### config.mk
export PLATFORM = sky130hd
export DESIGN_NAME = instr_exec_unit_flat
export DESIGN_NICKNAME = d
export VERILOG_FILES = /design/src/rtl/instr_exec_unit_pkg.sv /design/src/rtl/instr_exec_unit_if.sv /design/src/rtl/instr_exec_unit_seqdiv.sv /design/src/rtl/instr_exec_unit.sv /design/src/flat_wrapper.sv
export SDC_FILE = /design/constraint.sdc
export NUM_CORES = 1
export LEC_CHECK = 0
export BUFFER_PORTS_ARGS = -buffer_cell sky130_fd_sc_hd__buf_2
export CAP_MARGIN = 20
export CORE_ASPECT_RATIO = 1.25
export CORE_UTILIZATION = 45
export DETAILED_ROUTE_END_ITERATION = 10
export PLACE_DENSITY = 0.58
export SETUP_SLACK_MARGIN = 0.3
export SLEW_MARGIN = 15
export SYNTH_ARGS = -nofsm -noshare
export SYNTH_HDL_FRONTEND = slang
export SYNTH_SLANG_ARGS = --single-unit
export TNS_END_PERCENT = 100
### constraint.sdc
create_clock -name clk -period 4.6 [get_ports clk]
set_input_delay 0.46 -clock clk [delete_from_list [all_inputs] [get_ports clk]]
set_output_delay 0.46 -clock clk [all_outputs]
set_load 0.02 [all_outputs]
### src/rtl/instr_exec_unit_pkg.sv
// Shared types and constants for the instruction execution unit.
// Opcodes 0..7 are legal; 8..15 are treated as illegal or as ZERO, set by a parameter.
package instr_exec_unit_pkg;

    typedef logic [3:0]  opcode_t;
    typedef logic [31:0] operand_t;
    typedef logic [63:0] operand_d_t;
    typedef logic [4:0]  address_t;

    localparam opcode_t OpZero  = 4'd0;
    localparam opcode_t OpPassA = 4'd1;
    localparam opcode_t OpPassB = 4'd2;
    localparam opcode_t OpAdd   = 4'd3;
    localparam opcode_t OpSub   = 4'd4;
    localparam opcode_t OpMult  = 4'd5;
    localparam opcode_t OpDiv   = 4'd6;
    localparam opcode_t OpMod   = 4'd7;

    localparam int unsigned ITERATIONS = 32;

    typedef enum logic [1:0] {
        StIdle,
        StMul,
        StDiv,
        StDone
    } exec_state_t;

    typedef struct packed {
        operand_t   res;
        operand_d_t res_wide;
        address_t   addr;
        logic       ovf;
        logic       dz;
        logic       illegal;
    } exec_result_t;

    // Unsigned magnitude; INT_MIN maps to 0x80000000, which is exact as unsigned.
    function automatic operand_t magnitude(operand_t v);
        return v[31] ? operand_t'(-v) : v;
    endfunction

    function automatic operand_d_t sext(operand_t v);
        return {{32{v[31]}}, v};
    endfunction

endpackage

### src/rtl/instr_exec_unit_if.sv
// Request/response bundle between the instruction register and the execution unit.
interface instr_exec_unit_if;
    import instr_exec_unit_pkg::*;

    logic       in_valid;
    logic       in_ready;
    opcode_t    in_opc;
    operand_t   in_op_a;
    operand_t   in_op_b;
    address_t   in_addr;

    logic       out_valid;
    logic       out_ready;
    operand_t   out_res;
    operand_d_t out_res_wide;
    address_t   out_addr;
    logic       out_ovf;
    logic       out_dz;
    logic       out_illegal;

    modport master (
        output in_valid, in_opc, in_op_a, in_op_b, in_addr, out_ready,
        input  in_ready, out_valid, out_res, out_res_wide, out_addr, out_ovf, out_dz, out_illegal
    );

    modport slave (
        input  in_valid, in_opc, in_op_a, in_op_b, in_addr, out_ready,
        output in_ready, out_valid, out_res, out_res_wide, out_addr, out_ovf, out_dz, out_illegal
    );

endinterface

### src/rtl/instr_exec_unit_seqdiv.sv
// Iterative restoring divider on unsigned magnitudes, one quotient bit per clock.
// Loads on start; busy stays high for exactly ITERATIONS edges after the load edge.
module instr_exec_seqdiv
    import instr_exec_unit_pkg::*;
(
    input  logic     clk,
    input  logic     reset,
    input  logic     start,
    input  operand_t dividend,
    input  operand_t divisor,
    output logic     busy,
    output operand_t quotient,
    output operand_t remainder
);

    logic [5:0] cnt_q, cnt_d;
    operand_t   quo_q, quo_d;
    operand_t   rem_q, rem_d;
    operand_t   dvs_q, dvs_d;
    logic [32:0] shifted;
    logic [32:0] trial;

    assign busy      = (cnt_q != 6'd0);
    assign quotient  = quo_q;
    assign remainder = rem_q;

    always_comb begin
        cnt_d   = cnt_q;
        quo_d   = quo_q;
        rem_d   = rem_q;
        dvs_d   = dvs_q;
        shifted = {rem_q, quo_q[31]};
        // Borrow out of bit 32 means the trial subtraction went negative: restore.
        trial   = shifted - {1'b0, dvs_q};
        if (start) begin
            cnt_d = 6'(ITERATIONS);
            quo_d = dividend;
            rem_d = '0;
            dvs_d = divisor;
        end else if (busy) begin
            cnt_d = cnt_q - 6'd1;
            if (!trial[32]) begin
                rem_d = trial[31:0];
                quo_d = {quo_q[30:0], 1'b1};
            end else begin
                rem_d = shifted[31:0];
                quo_d = {quo_q[30:0], 1'b0};
            end
        end
    end

    always_ff @(posedge clk) begin
        if (reset) begin
            cnt_q <= '0;
            quo_q <= '0;
            rem_q <= '0;
            dvs_q <= '0;
        end else begin
            cnt_q <= cnt_d;
            quo_q <= quo_d;
            rem_q <= rem_d;
            dvs_q <= dvs_d;
        end
    end

endmodule

### src/rtl/instr_exec_unit.sv
// Execution stage: single-cycle simple ops, 32-iteration shift-add multiply and
// restoring divide/modulo on magnitudes with sign fix-up; result returned with its tag.
module instr_exec_unit
    import instr_exec_unit_pkg::*;
#(
    parameter bit ILLEGAL_IS_ERR = 1'b1
) (
    input logic              clk,
    input logic              reset,
    instr_exec_unit_if.slave bus
);

    localparam logic [5:0] LastIter = 6'(ITERATIONS - 1);

    exec_state_t  state_q, state_d;
    logic [5:0]   count_q, count_d;
    exec_result_t result_q, result_d;
    exec_result_t simple_res, iter_res, out_sel;
    opcode_t      opc_q, opc_d;
    logic         iter_q, iter_d;
    logic         neg_q, neg_d;
    logic         sign_a_q, sign_a_d;
    operand_d_t   mul_acc_q, mul_acc_d;
    operand_d_t   mul_mcand_q, mul_mcand_d;
    operand_t     mul_mplier_q, mul_mplier_d;
    operand_d_t   mul_prod;
    operand_t     mag_a, mag_b;
    operand_t     quo_s, rem_s;
    operand_t     div_quo, div_rem;
    logic         is_mul, is_div, div_start, div_busy;
    logic [32:0]  add_sum, sub_diff;

    assign mag_a    = magnitude(bus.in_op_a);
    assign mag_b    = magnitude(bus.in_op_b);
    assign is_mul   = (bus.in_opc == OpMult);
    assign is_div   = ((bus.in_opc == OpDiv) || (bus.in_opc == OpMod)) && (bus.in_op_b != '0);
    assign add_sum  = {bus.in_op_a[31], bus.in_op_a} + {bus.in_op_b[31], bus.in_op_b};
    assign sub_diff = {bus.in_op_a[31], bus.in_op_a} - {bus.in_op_b[31], bus.in_op_b};

    // Result for everything that completes on the accept edge.
    always_comb begin
        simple_res      = '0;
        simple_res.addr = bus.in_addr;
        case (bus.in_opc)
            OpZero, OpMult: simple_res.res = '0;
            OpPassA:        simple_res.res = bus.in_op_a;
            OpPassB:        simple_res.res = bus.in_op_b;
            OpAdd: begin
                simple_res.res = add_sum[31:0];
                simple_res.ovf = add_sum[32] ^ add_sum[31];
            end
            OpSub: begin
                simple_res.res = sub_diff[31:0];
                simple_res.ovf = sub_diff[32] ^ sub_diff[31];
            end
            OpDiv, OpMod:   simple_res.dz = (bus.in_op_b == '0);
            default:        simple_res.illegal = ILLEGAL_IS_ERR;
        endcase
        simple_res.res_wide = sext(simple_res.res);
    end

    instr_exec_seqdiv u_seqdiv (
        .clk       (clk),
        .reset     (reset),
        .start     (div_start),
        .dividend  (mag_a),
        .divisor   (mag_b),
        .busy      (div_busy),
        .quotient  (div_quo),
        .remainder (div_rem)
    );

    always_comb begin
        state_d      = state_q;
        count_d      = count_q;
        result_d     = result_q;
        opc_d        = opc_q;
        iter_d       = iter_q;
        neg_d        = neg_q;
        sign_a_d     = sign_a_q;
        mul_acc_d    = mul_acc_q;
        mul_mcand_d  = mul_mcand_q;
        mul_mplier_d = mul_mplier_q;
        div_start    = 1'b0;
        unique case (state_q)
            StIdle: begin
                if (bus.in_valid) begin
                    result_d = simple_res;
                    opc_d    = bus.in_opc;
                    neg_d    = bus.in_op_a[31] ^ bus.in_op_b[31];
                    sign_a_d = bus.in_op_a[31];
                    iter_d   = is_mul || is_div;
                    count_d  = '0;
                    if (is_mul) begin
                        state_d      = StMul;
                        mul_acc_d    = '0;
                        mul_mcand_d  = {32'd0, mag_a};
                        mul_mplier_d = mag_b;
                    end else if (is_div) begin
                        state_d   = StDiv;
                        div_start = 1'b1;
                    end else begin
                        state_d = StDone;
                    end
                end
            end
            StMul: begin
                if (mul_mplier_q[0]) begin
                    mul_acc_d = mul_acc_q + mul_mcand_q;
                end
                mul_mcand_d  = mul_mcand_q << 1;
                mul_mplier_d = mul_mplier_q >> 1;
                count_d      = count_q + 6'd1;
                if (count_q == LastIter) begin
                    state_d = StDone;
                end
            end
            StDiv: begin
                if (div_busy) begin
                    count_d = count_q + 6'd1;
                end
                if (count_q == LastIter) begin
                    state_d = StDone;
                end
            end
            StDone: begin
                if (bus.out_ready) begin
                    state_d = StIdle;
                end
            end
        endcase
    end

    // Sign fix-up of the finished iterative result; registers are frozen in StDone.
    always_comb begin
        mul_prod = neg_q ? -mul_acc_q : mul_acc_q;
        quo_s    = neg_q ? -div_quo : div_quo;
        rem_s    = sign_a_q ? -div_rem : div_rem;
        iter_res = result_q;
        if (opc_q == OpMult) begin
            iter_res.res      = mul_prod[31:0];
            iter_res.res_wide = mul_prod;
            iter_res.ovf      = (mul_prod != sext(mul_prod[31:0]));
        end else if (opc_q == OpDiv) begin
            iter_res.res      = quo_s;
            iter_res.res_wide = sext(quo_s);
            // Only INT_MIN / -1 yields a positive quotient magnitude of 2^31.
            iter_res.ovf      = !neg_q && div_quo[31];
        end else begin
            iter_res.res      = rem_s;
            iter_res.res_wide = sext(rem_s);
        end
        out_sel = (state_q == StDone && iter_q) ? iter_res : result_q;
    end

    assign bus.in_ready     = (state_q == StIdle);
    assign bus.out_valid    = (state_q == StDone);
    assign bus.out_res      = out_sel.res;
    assign bus.out_res_wide = out_sel.res_wide;
    assign bus.out_addr     = out_sel.addr;
    assign bus.out_ovf      = out_sel.ovf;
    assign bus.out_dz       = out_sel.dz;
    assign bus.out_illegal  = out_sel.illegal;

    always_ff @(posedge clk) begin
        if (reset) begin
            state_q      <= StIdle;
            count_q      <= '0;
            result_q     <= '0;
            opc_q        <= OpZero;
            iter_q       <= 1'b0;
            neg_q        <= 1'b0;
            sign_a_q     <= 1'b0;
            mul_acc_q    <= '0;
            mul_mcand_q  <= '0;
            mul_mplier_q <= '0;
        end else begin
            state_q      <= state_d;
            count_q      <= count_d;
            result_q     <= result_d;
            opc_q        <= opc_d;
            iter_q       <= iter_d;
            neg_q        <= neg_d;
            sign_a_q     <= sign_a_d;
            mul_acc_q    <= mul_acc_d;
            mul_mcand_q  <= mul_mcand_d;
            mul_mplier_q <= mul_mplier_d;
        end
    end

endmodule

### src/flat_wrapper.sv
// flat-port wrapper written by rule: the top's interface ports become plain ports
module instr_exec_unit_flat import instr_exec_unit_pkg::*;
#(
    parameter bit ILLEGAL_IS_ERR = 1'b1
)
  (clk, reset, bus_in_valid, bus_in_opc, bus_in_op_a, bus_in_op_b, bus_in_addr, bus_out_ready, bus_in_ready, bus_out_valid, bus_out_res, bus_out_res_wide, bus_out_addr, bus_out_ovf, bus_out_dz, bus_out_illegal);
  instr_exec_unit_if bus_i ();
  input logic clk;
  input logic reset;
  input wire logic [$bits(bus_i.in_valid)-1:0] bus_in_valid;
  input wire logic [$bits(bus_i.in_opc)-1:0] bus_in_opc;
  input wire logic [$bits(bus_i.in_op_a)-1:0] bus_in_op_a;
  input wire logic [$bits(bus_i.in_op_b)-1:0] bus_in_op_b;
  input wire logic [$bits(bus_i.in_addr)-1:0] bus_in_addr;
  input wire logic [$bits(bus_i.out_ready)-1:0] bus_out_ready;
  output wire logic [$bits(bus_i.in_ready)-1:0] bus_in_ready;
  output wire logic [$bits(bus_i.out_valid)-1:0] bus_out_valid;
  output wire logic [$bits(bus_i.out_res)-1:0] bus_out_res;
  output wire logic [$bits(bus_i.out_res_wide)-1:0] bus_out_res_wide;
  output wire logic [$bits(bus_i.out_addr)-1:0] bus_out_addr;
  output wire logic [$bits(bus_i.out_ovf)-1:0] bus_out_ovf;
  output wire logic [$bits(bus_i.out_dz)-1:0] bus_out_dz;
  output wire logic [$bits(bus_i.out_illegal)-1:0] bus_out_illegal;
  assign bus_i.in_valid = bus_in_valid;
  assign bus_i.in_opc = bus_in_opc;
  assign bus_i.in_op_a = bus_in_op_a;
  assign bus_i.in_op_b = bus_in_op_b;
  assign bus_i.in_addr = bus_in_addr;
  assign bus_i.out_ready = bus_out_ready;
  assign bus_in_ready = bus_i.in_ready;
  assign bus_out_valid = bus_i.out_valid;
  assign bus_out_res = bus_i.out_res;
  assign bus_out_res_wide = bus_i.out_res_wide;
  assign bus_out_addr = bus_i.out_addr;
  assign bus_out_ovf = bus_i.out_ovf;
  assign bus_out_dz = bus_i.out_dz;
  assign bus_out_illegal = bus_i.out_illegal;
  instr_exec_unit #(.ILLEGAL_IS_ERR(ILLEGAL_IS_ERR)) u_core (.clk(clk), .reset(reset), .bus(bus_i));
endmodule
==> qor.yml <==
global_route:
  grt_pass1_wl_um: 160000
  grt_use_total_pct: 32.7
  antenna_found_initial: 1
  grt_remaining_overflow: 0
  grt_max_degree: 100
  grt_pass1_vias: 27200
synthesis:
  yosys-top-cells-count: "nand2_1 (536), a21oi_1 (387), dfxtp_1 (317)"
  syn_area_per_cell_um2: 7.20
  syn_nets: 4070
  synthCells: 3819
  yosysSeqAreaShare_pct: 23.1
  ys_warn_count: 0
  synth_area_leaders: "dfxtp_1 (23%), ha_1 (7.7%), nand2_1 (7.3%), a21oi_1 (7.0%), xnor2_1 (5.8%)"
  async_reset_ff_share_pct: 0
  synth-seq-cells: 317
  netlist_area_mm2: 0.0275
  synthDistinctLibCells: 92
  yosysTopAreaCell: "dfxtp_1"
  synth_top_area_share_pct: 23.1
  synth.most_common_cell: "nand2_1"
  synth-main-ff-cell: "dfxtp_1"
  synth_edf_count: 0
route:
  dr_total_vias: 28800
  firstDrtPassIters: 6
  routed_wl_um: 105000
  antenna_left: 0
  initialDrtViolationCount: 2357
  wire_per_inst_um: 22.4
  drc_errors: 0
  vias_per_cell: 6.15
finish:
  fin_nets: 4150
  drive_gt1_share_pct: 13.8
  syn2layout_area_growth_pct: 15.0
  fin_cells: 4692
die:
  io_pins: 183
  chipHeight_um: 278
  die_width_um: 223
  core_area_mm2: 0.0599
  dieArea_mm2: 0.0621
  fp-row-count: 100
  initial_core_util_pct: 45.9
status:
  failed_checks: "negative setup slack"
  outcome: "finished with violations"
critical_path:
  cp.required_ps: 4140
  cp_max_fo: 3
  arrival_ps: 4370
  start_kind: "flip-flop"
  crit_path_end_kind: "output port"
  worstSetupPathType: "flip-flop to output port"
placed_design:
  place_congestion: 0.985
  port_buffers: 182
  post-dp-hpwl_um: 79700
  post-place-cells: 4607
timing:
  max_clock_freq_mhz: 207
  setup_viol: 1
  setup_ws_ps: -230
  slew_headroom_pct: 29.5
  slew_viol_final: 0
  period_needed_ps: 4830
  timing.final.crit_share_pct: 105
  clock-skew-final_ps: 32.2
  rsz0062_at_grt: "true"
  worst_pin_slew_ps: 1060
  hold_viol: 0
pwr:
  total_power_mw: 12.8
  leakagePower_nw: 12.5
  ir_worst_vdd_mv: 0.297
  power_density_mw_per_mm2: 405
clock_tree:
  clk_pin_slew_worst_paths_ps: 60
  postCtsHoldBufs: 0
  cts_tree: "yes"
  clock_path_buffers: 3
  htree_levels: 2
  numCtsBuffers: 39
  cts_root_buffer: "clkbuf_16"
  cts.sinks: 317
  clk_latency_ps: 580
flow_run:
  max_cap_viol_count: 0
worst_hold_path:
  hold_class: "input pin to flip-flop"
[power by group]
group	switching, mW	total, mW	internal, mW	leakage (nW)
logic	3.87	6.29	2.42	9.29
clock network	1.33	3.19	1.86	0.636
registers	0.301	3.34	3.04	2.57
total	5.50	12.8	7.32	12.5
[per-layer routing]
layer	GRT usage, %	part of all wire [%]	up-vias
li1	-	-	14000
met1	40.3	41	13700
met2	57.2	49	1008
met3	3.32	5.9	198
met4	14.3	4.5	0
met5	0	0	-
[cell type report]
class | instances | area, um^2
Clock buffer | 51 | 1100
Tap cell | 765 | 957
Inverter | 136 | 510
Timing Repair Buffer | 330 | 2420
Clock inverter | 17 | 191
Fill cell | 5985 | 28300
Multi-Input combinational cell | 3075 | 20100
Sequential cell | 317 | 6350
Antenna cell | 1 | 2.50
[flip-flops by register name (all words and copies together), names as in the netlist]
register	count
u_core.mul_acc_q	64
u_core.mul_mcand_q	64
u_core.mul_mplier_q	32
u_core.iter_res	7
u_core.u_seqdiv.quotient	32
u_core.u_seqdiv.remainder	32
u_core.u_seqdiv.cnt_q	6
u_core.state_q	2
u_core.neg_q	1
u_core.count_q	6
u_core.sign_a_q	1
u_core.opc_q	4
u_core.iter_q	1
u_core.result_q	33
u_core.u_seqdiv.dvs_q	32
[layout by cell type (no fill, tap or decap), drive strengths merged, types with 14 or more instances in the layout]
master	n
a211oi	94
a21o	58
a21oi	388
a221o	14
a221oi	14
a222oi	20
a22oi	36
a311oi	16
a31oi	24
and3	34
buf	328
clkbuf	53
dfxtp	317
ha	170
inv	138
mux2i	46
nand2	536
nand2b	53
nand3	80
nand4	47
nor2	297
nor2b	19
nor3	61
nor4	20
o211ai	46
o21a	22
o21ai	290
o21bai	31
o221ai	17
o31ai	73
o41ai	38
or3	59
or4	45
xnor2	183
xor2	93
[through the flow]
stage	setup TNS [ps]	area, um^2	util (%)	hold slack (ps)	setup WS, ps
after floorplan	0	27500	-	415	385
final	-230	31600	52.8	112	-230
after detailed placement	-377	29300	48.9	442	-66.0
after global routing	-396	31600	52.8	143	-396
after CTS	-204	31200	52.0	92.2	-204
after global placement	-223	29300	48.9	428	-41.7
[repair_timing]
action                                  4_1_cts  5_1_grt
pin swaps                                    33       22
cloned                                        2        1
resized for setup                           116       97
buffers inserted                              9        4
endpoints found under the setup margin       59      100
endpoints found under the hold margin         0        0
[logic make-up (layout without fill, tap and decap cells)]
group / count (synthesis) / in the layout / synth area share (%)
AO/OA/AOI/OAI: 1266 / 1266 / 29.6
XOR/XNOR: 276 / 276 / 8.79
adder cells (fa/ha/maj): 174 / 174 / 8.02
buffers and inverters: 428 / 534 / 6.42
flip-flops: 317 / 317 / 23.1
multiplexers: 47 / 47 / 1.72
other: 0 / 1 / 0
AND/OR/NAND/NOR: 1311 / 1312 / 22.4
[path summary, 6_finish.rpt]
| kind | from | to | slack [ps] | cells after the start |
|---|---|---|---|---|
| min reg2reg | u_core.mul_mplier_q[7] | u_core.mul_mplier_q[7] | 450 | 2 |
| max | u_core.mul_acc_q[1] | bus_out_ovf | -230 | 15 |
| min | bus_in_addr[2] | u_core.iter_res[5] | 110 | 3 |
| max reg2reg | u_core.u_seqdiv.quotient[31] | u_core.u_seqdiv.quotient[0] | 640 | 15 |
[critical path, cell delays in order (launching register included)]
cell and delay [ps]:
dfxtp_1 310, inv_1 70, ha_2 170, or3b_4 380
or4_4 460, or4b_4 590, buf_6 160, o41ai_4 210
xnor2_1 180, buf_4 150, nand2_1 70, nor4_2 170
nand4_1 220, a221oi_2 390, a21oi_2 100, buf_6 160
Note: power is estimated with default switching activity, not from simulation.
